`src/rtl/stage_pkg.sv`:
```
// Shared definitions for the per-layer stage/step scheduler.
package stage_pkg;

  typedef enum logic [1:0] {
    ST_IDLE  = 2'd0,
    ST_RUN   = 2'd1,
    ST_DRAIN = 2'd2,
    ST_DONE  = 2'd3
  } state_t;

  localparam int STAGE_W = 4;

  // Stage numbers the SHRout control decodes specially.
  localparam logic [STAGE_W-1:0] STG_KEEP_A = 4'd0;
  localparam logic [STAGE_W-1:0] STG_SYS_A  = 4'd1;
  localparam logic [STAGE_W-1:0] STG_KEEP_B = 4'd2;
  localparam logic [STAGE_W-1:0] STG_SYS_B  = 4'd3;

endpackage

```
`src/rtl/stage_delay_line.sv`:
```
// DEPTH x WIDTH shift chain with enable and synchronous clear.
module stage_delay_line #(
  parameter int DEPTH = 2,
  parameter int WIDTH = 6
) (
  input  logic             clk,
  input  logic             rst,
  input  logic             en,
  input  logic [WIDTH-1:0] d,
  output logic [WIDTH-1:0] q
);

  genvar gi;
  generate
    for (gi = 0; gi < DEPTH; gi++) begin : g_tap
      logic [WIDTH-1:0] tap_reg;
      if (gi == 0) begin : g_first
        always_ff @(posedge clk) begin
          if (rst)     tap_reg <= '0;
          else if (en) tap_reg <= d;
        end
      end else begin : g_rest
        always_ff @(posedge clk) begin
          if (rst)     tap_reg <= '0;
          else if (en) tap_reg <= g_tap[gi-1].tap_reg;
        end
      end
    end
  endgenerate

  assign q = g_tap[DEPTH-1].tap_reg;

endmodule

```
`src/rtl/stage_sequencer.sv`:
```
// Per-layer stage/step schedule for the output shift-register path; the
// write-side controls trail the read side by WR_LAT advancing cycles.
module stage_sequencer
  import stage_pkg::*;
#(
  parameter int NUM_STAGES = 12,
  parameter int STEP_W     = 8,
  parameter int WR_LAT     = 2
) (
  input  logic               clk,
  input  logic               rst,
  input  logic               start,
  input  logic [STEP_W-1:0]  cfg_steps,
  input  logic               stall,
  output logic [STAGE_W-1:0] rd_stage,
  output logic               rd_lstep,
  output logic               rd_valid,
  output logic [STAGE_W-1:0] wr_stage,
  output logic               wr_lstep,
  output logic               wr_valid,
  output logic               busy,
  output logic               done
);

  localparam int DRAIN_W = $clog2(WR_LAT) + 1;
  localparam logic [STAGE_W-1:0] LAST_STAGE = STAGE_W'(NUM_STAGES - 1);
  localparam logic [DRAIN_W-1:0] LAST_DRAIN = DRAIN_W'(WR_LAT - 1);
  localparam int LINE_W = STAGE_W + 2;

  state_t              state_reg, state_next;
  logic [STEP_W-1:0]   step_reg, step_next;
  logic [STEP_W-1:0]   last_step_reg, last_step_next;
  logic [STAGE_W-1:0]  stage_reg, stage_next;
  logic [DRAIN_W-1:0]  drain_reg, drain_next;
  logic                line_en;
  logic [LINE_W-1:0]   line_q;

  always_ff @(posedge clk) begin
    if (rst) begin
      state_reg     <= ST_IDLE;
      step_reg      <= '0;
      last_step_reg <= '0;
      stage_reg     <= '0;
      drain_reg     <= '0;
    end else begin
      state_reg     <= state_next;
      step_reg      <= step_next;
      last_step_reg <= last_step_next;
      stage_reg     <= stage_next;
      drain_reg     <= drain_next;
    end
  end

  always_comb begin
    state_next     = state_reg;
    step_next      = step_reg;
    last_step_next = last_step_reg;
    stage_next     = stage_reg;
    drain_next     = drain_reg;
    rd_valid       = 1'b0;
    rd_lstep       = 1'b0;
    busy           = 1'b0;
    done           = 1'b0;
    line_en        = 1'b1;
    case (state_reg)
      ST_IDLE: begin
        if (start) begin
          state_next = ST_RUN;
          step_next  = '0;
          stage_next = '0;
          // A zero step count still issues one step per stage.
          last_step_next = (cfg_steps == '0) ? '0 : cfg_steps - 1'b1;
        end
      end
      ST_RUN: begin
        busy     = 1'b1;
        line_en  = !stall;
        rd_valid = !stall;
        rd_lstep = rd_valid && (step_reg == last_step_reg);
        if (rd_valid) begin
          if (rd_lstep) begin
            step_next = '0;
            if (stage_reg == LAST_STAGE) begin
              state_next = ST_DRAIN;
              drain_next = '0;
            end else begin
              stage_next = stage_reg + 1'b1;
            end
          end else begin
            step_next = step_reg + 1'b1;
          end
        end
      end
      ST_DRAIN: begin
        busy    = 1'b1;
        line_en = !stall;
        if (!stall) begin
          if (drain_reg == LAST_DRAIN) state_next = ST_DONE;
          else                         drain_next = drain_reg + 1'b1;
        end
      end
      ST_DONE: begin
        done       = 1'b1;
        state_next = ST_IDLE;
      end
      default: state_next = ST_IDLE;
    endcase
  end

  assign rd_stage = stage_reg;

  stage_delay_line #(
    .DEPTH(WR_LAT),
    .WIDTH(LINE_W)
  ) u_wr_line (
    .clk(clk),
    .rst(rst),
    .en (line_en),
    .d  ({rd_valid, rd_lstep, rd_stage}),
    .q  (line_q)
  );

  // The write side holds while stalled but must not issue a step.
  assign wr_valid = line_q[LINE_W-1] && !stall;
  assign wr_lstep = line_q[LINE_W-2];
  assign wr_stage = line_q[STAGE_W-1:0];

endmodule
```
`config.mk`:
```
export PLATFORM = sky130hd
export DESIGN_NAME = stage_sequencer
export DESIGN_NICKNAME = d
export VERILOG_FILES = /design/src/rtl/stage_pkg.sv /design/src/rtl/stage_delay_line.sv /design/src/rtl/stage_sequencer.sv
export SDC_FILE = /design/constraint.sdc
export NUM_CORES = 1
export LEC_CHECK = 0
export CAP_MARGIN = 20
export CORE_UTILIZATION = 54
export DETAILED_ROUTE_END_ITERATION = 16
export GPL_ROUTABILITY_DRIVEN = 0
export PLACE_DENSITY_LB_ADDON = 0.05
export SETUP_SLACK_MARGIN = 0.15
export SLEW_MARGIN = 40
export SYNTH_ARGS = -nofsm -noshare
export SYNTH_HDL_FRONTEND = slang
export SYNTH_SLANG_ARGS = --single-unit
```
`constraint.sdc`:
```
create_clock -name clk -period 2.8 [get_ports clk]
set_clock_uncertainty 0.2 [all_clocks]
set_input_delay 0.42 -clock clk [delete_from_list [all_inputs] [get_ports clk]]
set_output_delay 0.42 -clock clk [all_outputs]
set_load 0.05 [all_outputs]
```
==> flow_summary.yaml <==
drt:
  vias_per_cell: 5.52
  drt_first_pass_iters: 4
  antenna_left: 0
  vias: 1706
  wl_per_cell_um: 12.8
  drt_iter0_markers: 109
  wl_um: 3950
  post-route-drc-count: 0
logic_synthesis:
  synthMuxAreaShare_pct: 1.02
  syn_avg_cell_area_um2: 8.26
  syn_inst: 238
  synth.most_common_cell: "dfxtp_1"
  synth_enable_flop_cells: 0
  synth-compound-area-share_pct: 14.1
  synth_top_family_by_area: "simple AND/OR/NAND/NOR gates"
  synth_nets: 259
  syn_area_um2: 1970
  ys.flop_type: "dfxtp_1"
  ys_types: 43
  synth_simple_gate_area_share_pct: 27.5
  async_flop_share_pct: 0
  yosysTopAreaCell: "dfxtp_1"
  synth-seq-area-share_pct: 36.7
  synth_common_cells: "dfxtp_1 (36), nand2_1 (29), nor2_1 (26)"
  yosys_register_bits: 36
  synth-xor-area-share_pct: 8.91
  synth_warnings: 0
  synth_top_area_share_pct: 36.7
  synthTopCellsByArea: "dfxtp_1 (37%), xor2_1 (7.6%), ha_1 (5.7%)"
  synth_adder_area_share_pct: 5.73
timing:
  fmaxAchievable_ghz: 0.410
  maxSlewViolCount: 0
  relSlewSlack_pct: 63.8
  final_hold_viol_count: 0
  period_needed_ns: 2.44
  tightest_slew_ns: 0.529
  finalSetupViolations: 0
  finalSetupTns_ns: 0
  finalCritPeriodShare_pct: 87.2
  rsz0062_at_grt: "no"
clock_network:
  cts_sinks: 36
  clock_latency_ns: 0.34
  post-cts-setup-buffers: 0
  clkTransAtPathRegs_ns: 0.10
  h-tree-depth: 2
  hold_buffers: 0
  cts_max_path_buffers: 2
  cts_inserted_buffers: 5
  root_buffer: "clkbuf_4"
  cts_tree: "built"
die:
  die_w_um: 62.3
  core_area_um2: 3420
  dieHeight_um: 62.3
  design.portCount: 26
  die_area_um2: 3890
  rows: 21
  initial_core_util_pct: 57.5
grt:
  grt_pass1_wl_um: 6820
  met1_usage_pct: 27.1
  antenna_found_initial: 0
  grt_use_total_pct: 22.1
  grt_max_degree: 23
  top_usage_layer: "met2"
  grt_pass1_vias: 1528
  use_met3_pct: 6.25
  use_met2_pct: 37.0
  overflow: 0
min_path:
  min_path_type: "reg2reg"
setup_path:
  required_ns: 2.18
  arrival_ns: 1.82
  crit_end: "rd_lstep"
  cp-start-kind: "flip-flop"
  worstReg2RegEnd: "step_reg[5]$_SDFFE_PP0P_"
  reg2regPathDepth: 6
  worst_r2r_startpoint: "state_reg[1]$_SDFFE_PP0P_"
  reg2reg_slack_ns: 0.57
  crit_type: "reg2out"
  endpoint_kind: "output pin"
  critPathMaxFanout: 6
  critical_path.startpoint: "step_reg[3]$_SDFFE_PP0P_"
cells_and_area:
  layout-drive-gt1-share_pct: 8.75
  fin_nets: 283
  syn2layout_area_growth_pct: 18.3
  antenna_cells: 0
  final_area_um2: 2330
flow_run:
  cap_violations: 0
run_status:
  status: "finished, final reports clean"
pwr:
  p_per_area_nw_per_um2: 736
  vdd_drop_max_mv: 0.595
  power.leakage_nw: 0.903
placement:
  postPlaceCellArea_um2: 2270
  place.port_buffers: 25
  dp_hpwl_um: 2900
==> worst min-delay path by stage <==
stage / to / slack, ns / from / cells after the start
6_report: u_wr_line.q[1]$_SDFFE_PP0P_ / 0.26 / u_wr_line.q[1]$_SDFFE_PP0P_ / 2
3_5_place_dp: u_wr_line.q[1]$_SDFFE_PP0P_ / 0.25 / u_wr_line.g_tap[0].tap_reg[1]$_SDFFE_PP0P_ / 2
2_1_floorplan: u_wr_line.q[5]$_SDFFE_PP0P_ / 0.23 / u_wr_line.q[5]$_SDFFE_PP0P_ / 2
3_3_place_gp: u_wr_line.q[5]$_SDFFE_PP0P_ / 0.24 / u_wr_line.q[5]$_SDFFE_PP0P_ / 2
5_1_grt: u_wr_line.q[2]$_SDFFE_PP0P_ / 0.28 / u_wr_line.q[2]$_SDFFE_PP0P_ / 2
4_1_cts: u_wr_line.q[1]$_SDFFE_PP0P_ / 0.27 / u_wr_line.g_tap[0].tap_reg[1]$_SDFFE_PP0P_ / 2
==> report_power, final <==
part / switching, mW / internal (mW)
Combinational: 0.502 / 0.296
Sequential: 0.0566 / 0.567
Clock: 0.172 / 0.119
==> per-stage QoR <==
step / cells / hold WS [ns] / util (%) / power (mW) / setup WS [ns]
CTS: 309 / 0.266 / 68.1 / 1.72 / 0.354
floorplan: 238 / 0.227 / - / 1.21 / 0.518
finish: 309 / 0.259 / 68.1 / 1.71 / 0.359
global placement: 301 / 0.235 / 66.3 / 1.43 / 0.433
global route: 309 / 0.281 / 68.1 / 1.83 / 0.207
detailed placement: 301 / 0.247 / 66.3 / 1.43 / 0.375
==> metal layers <==
metal  vias to the layer above  wire (um)
met5                         -          0
met4                         0         55
met3                         8        158
met2                        37       1920
met1                       778       1820
li1                        883          -
==> layout make-up <==
| type | instances | area, um2 |
|---|---|---|
| clock buffer | 6 | 51.3 |
| clock inverter | 2 | 10.0 |
| fill | 307 | 1090 |
| inverter | 10 | 37.5 |
| multi-input combinational | 178 | 1120 |
| sequential | 36 | 721 |
| tap | 46 | 57.6 |
| timing repair buffer | 31 | 324 |
==> cells in the final DEF (no fill, tap or decap), types with 2 or more instances in the layout <==
| master | Yosys | routed |
|---|---|---|
| dfxtp_1 | 36 | 36 |
| or3_1 | 2 | 2 |
| and3_2 | 2 | 2 |
| nor2b_1 | 3 | 3 |
| mux2i_1 | 2 | 2 |
| and3_1 | 2 | 2 |
| buf_4 | 5 | 6 |
| xor2_1 | 17 | 17 |
| nand2_1 | 29 | 29 |
| clkbuf_4 | 0 | 5 |
| nor2_1 | 26 | 26 |
| a21oi_1 | 18 | 18 |
| o221ai_1 | 2 | 2 |
| a31oi_1 | 3 | 3 |
| a22oi_1 | 10 | 10 |
| nand4_1 | 10 | 10 |
| o21ai_0 | 3 | 3 |
| ha_1 | 9 | 9 |
| clkdlybuf4s50_1 | 0 | 21 |
| buf_12 | 0 | 3 |
| nand3_1 | 6 | 6 |
| xnor2_1 | 3 | 3 |
| nand3b_1 | 4 | 4 |
| nor4_1 | 2 | 2 |
| inv_1 | 10 | 10 |
| a21o_1 | 2 | 2 |
| and2_1 | 2 | 2 |
| clkinv_2 | 0 | 2 |
| nor3_1 | 7 | 7 |
| nand2b_1 | 2 | 2 |
==> what timing repair did <==
item / CTS / global route
setup endpoints to repair: 1 / 0
resized for setup: 1 / 0
endpoints found under the hold margin: 0 / 0
==> cell families after synthesis <==
| group | Yosys count |
|---|---|
| simple gates | 104 |
| xor+xnor | 20 |
| buf+inv | 24 |
| compound gates | 43 |
| fa+ha+maj | 9 |
| mux | 2 |
| flops | 36 |
==> worst max-delay path, cell delays in order (launching register included) <==
cell	delay, ns
dfxtp_1	0.48
xor2_1	0.15
nor3_4	0.30
and3_2	0.23
and2_1	0.18
buf_12	0.15
Note: power is estimated with default switching activity, not from simulation.
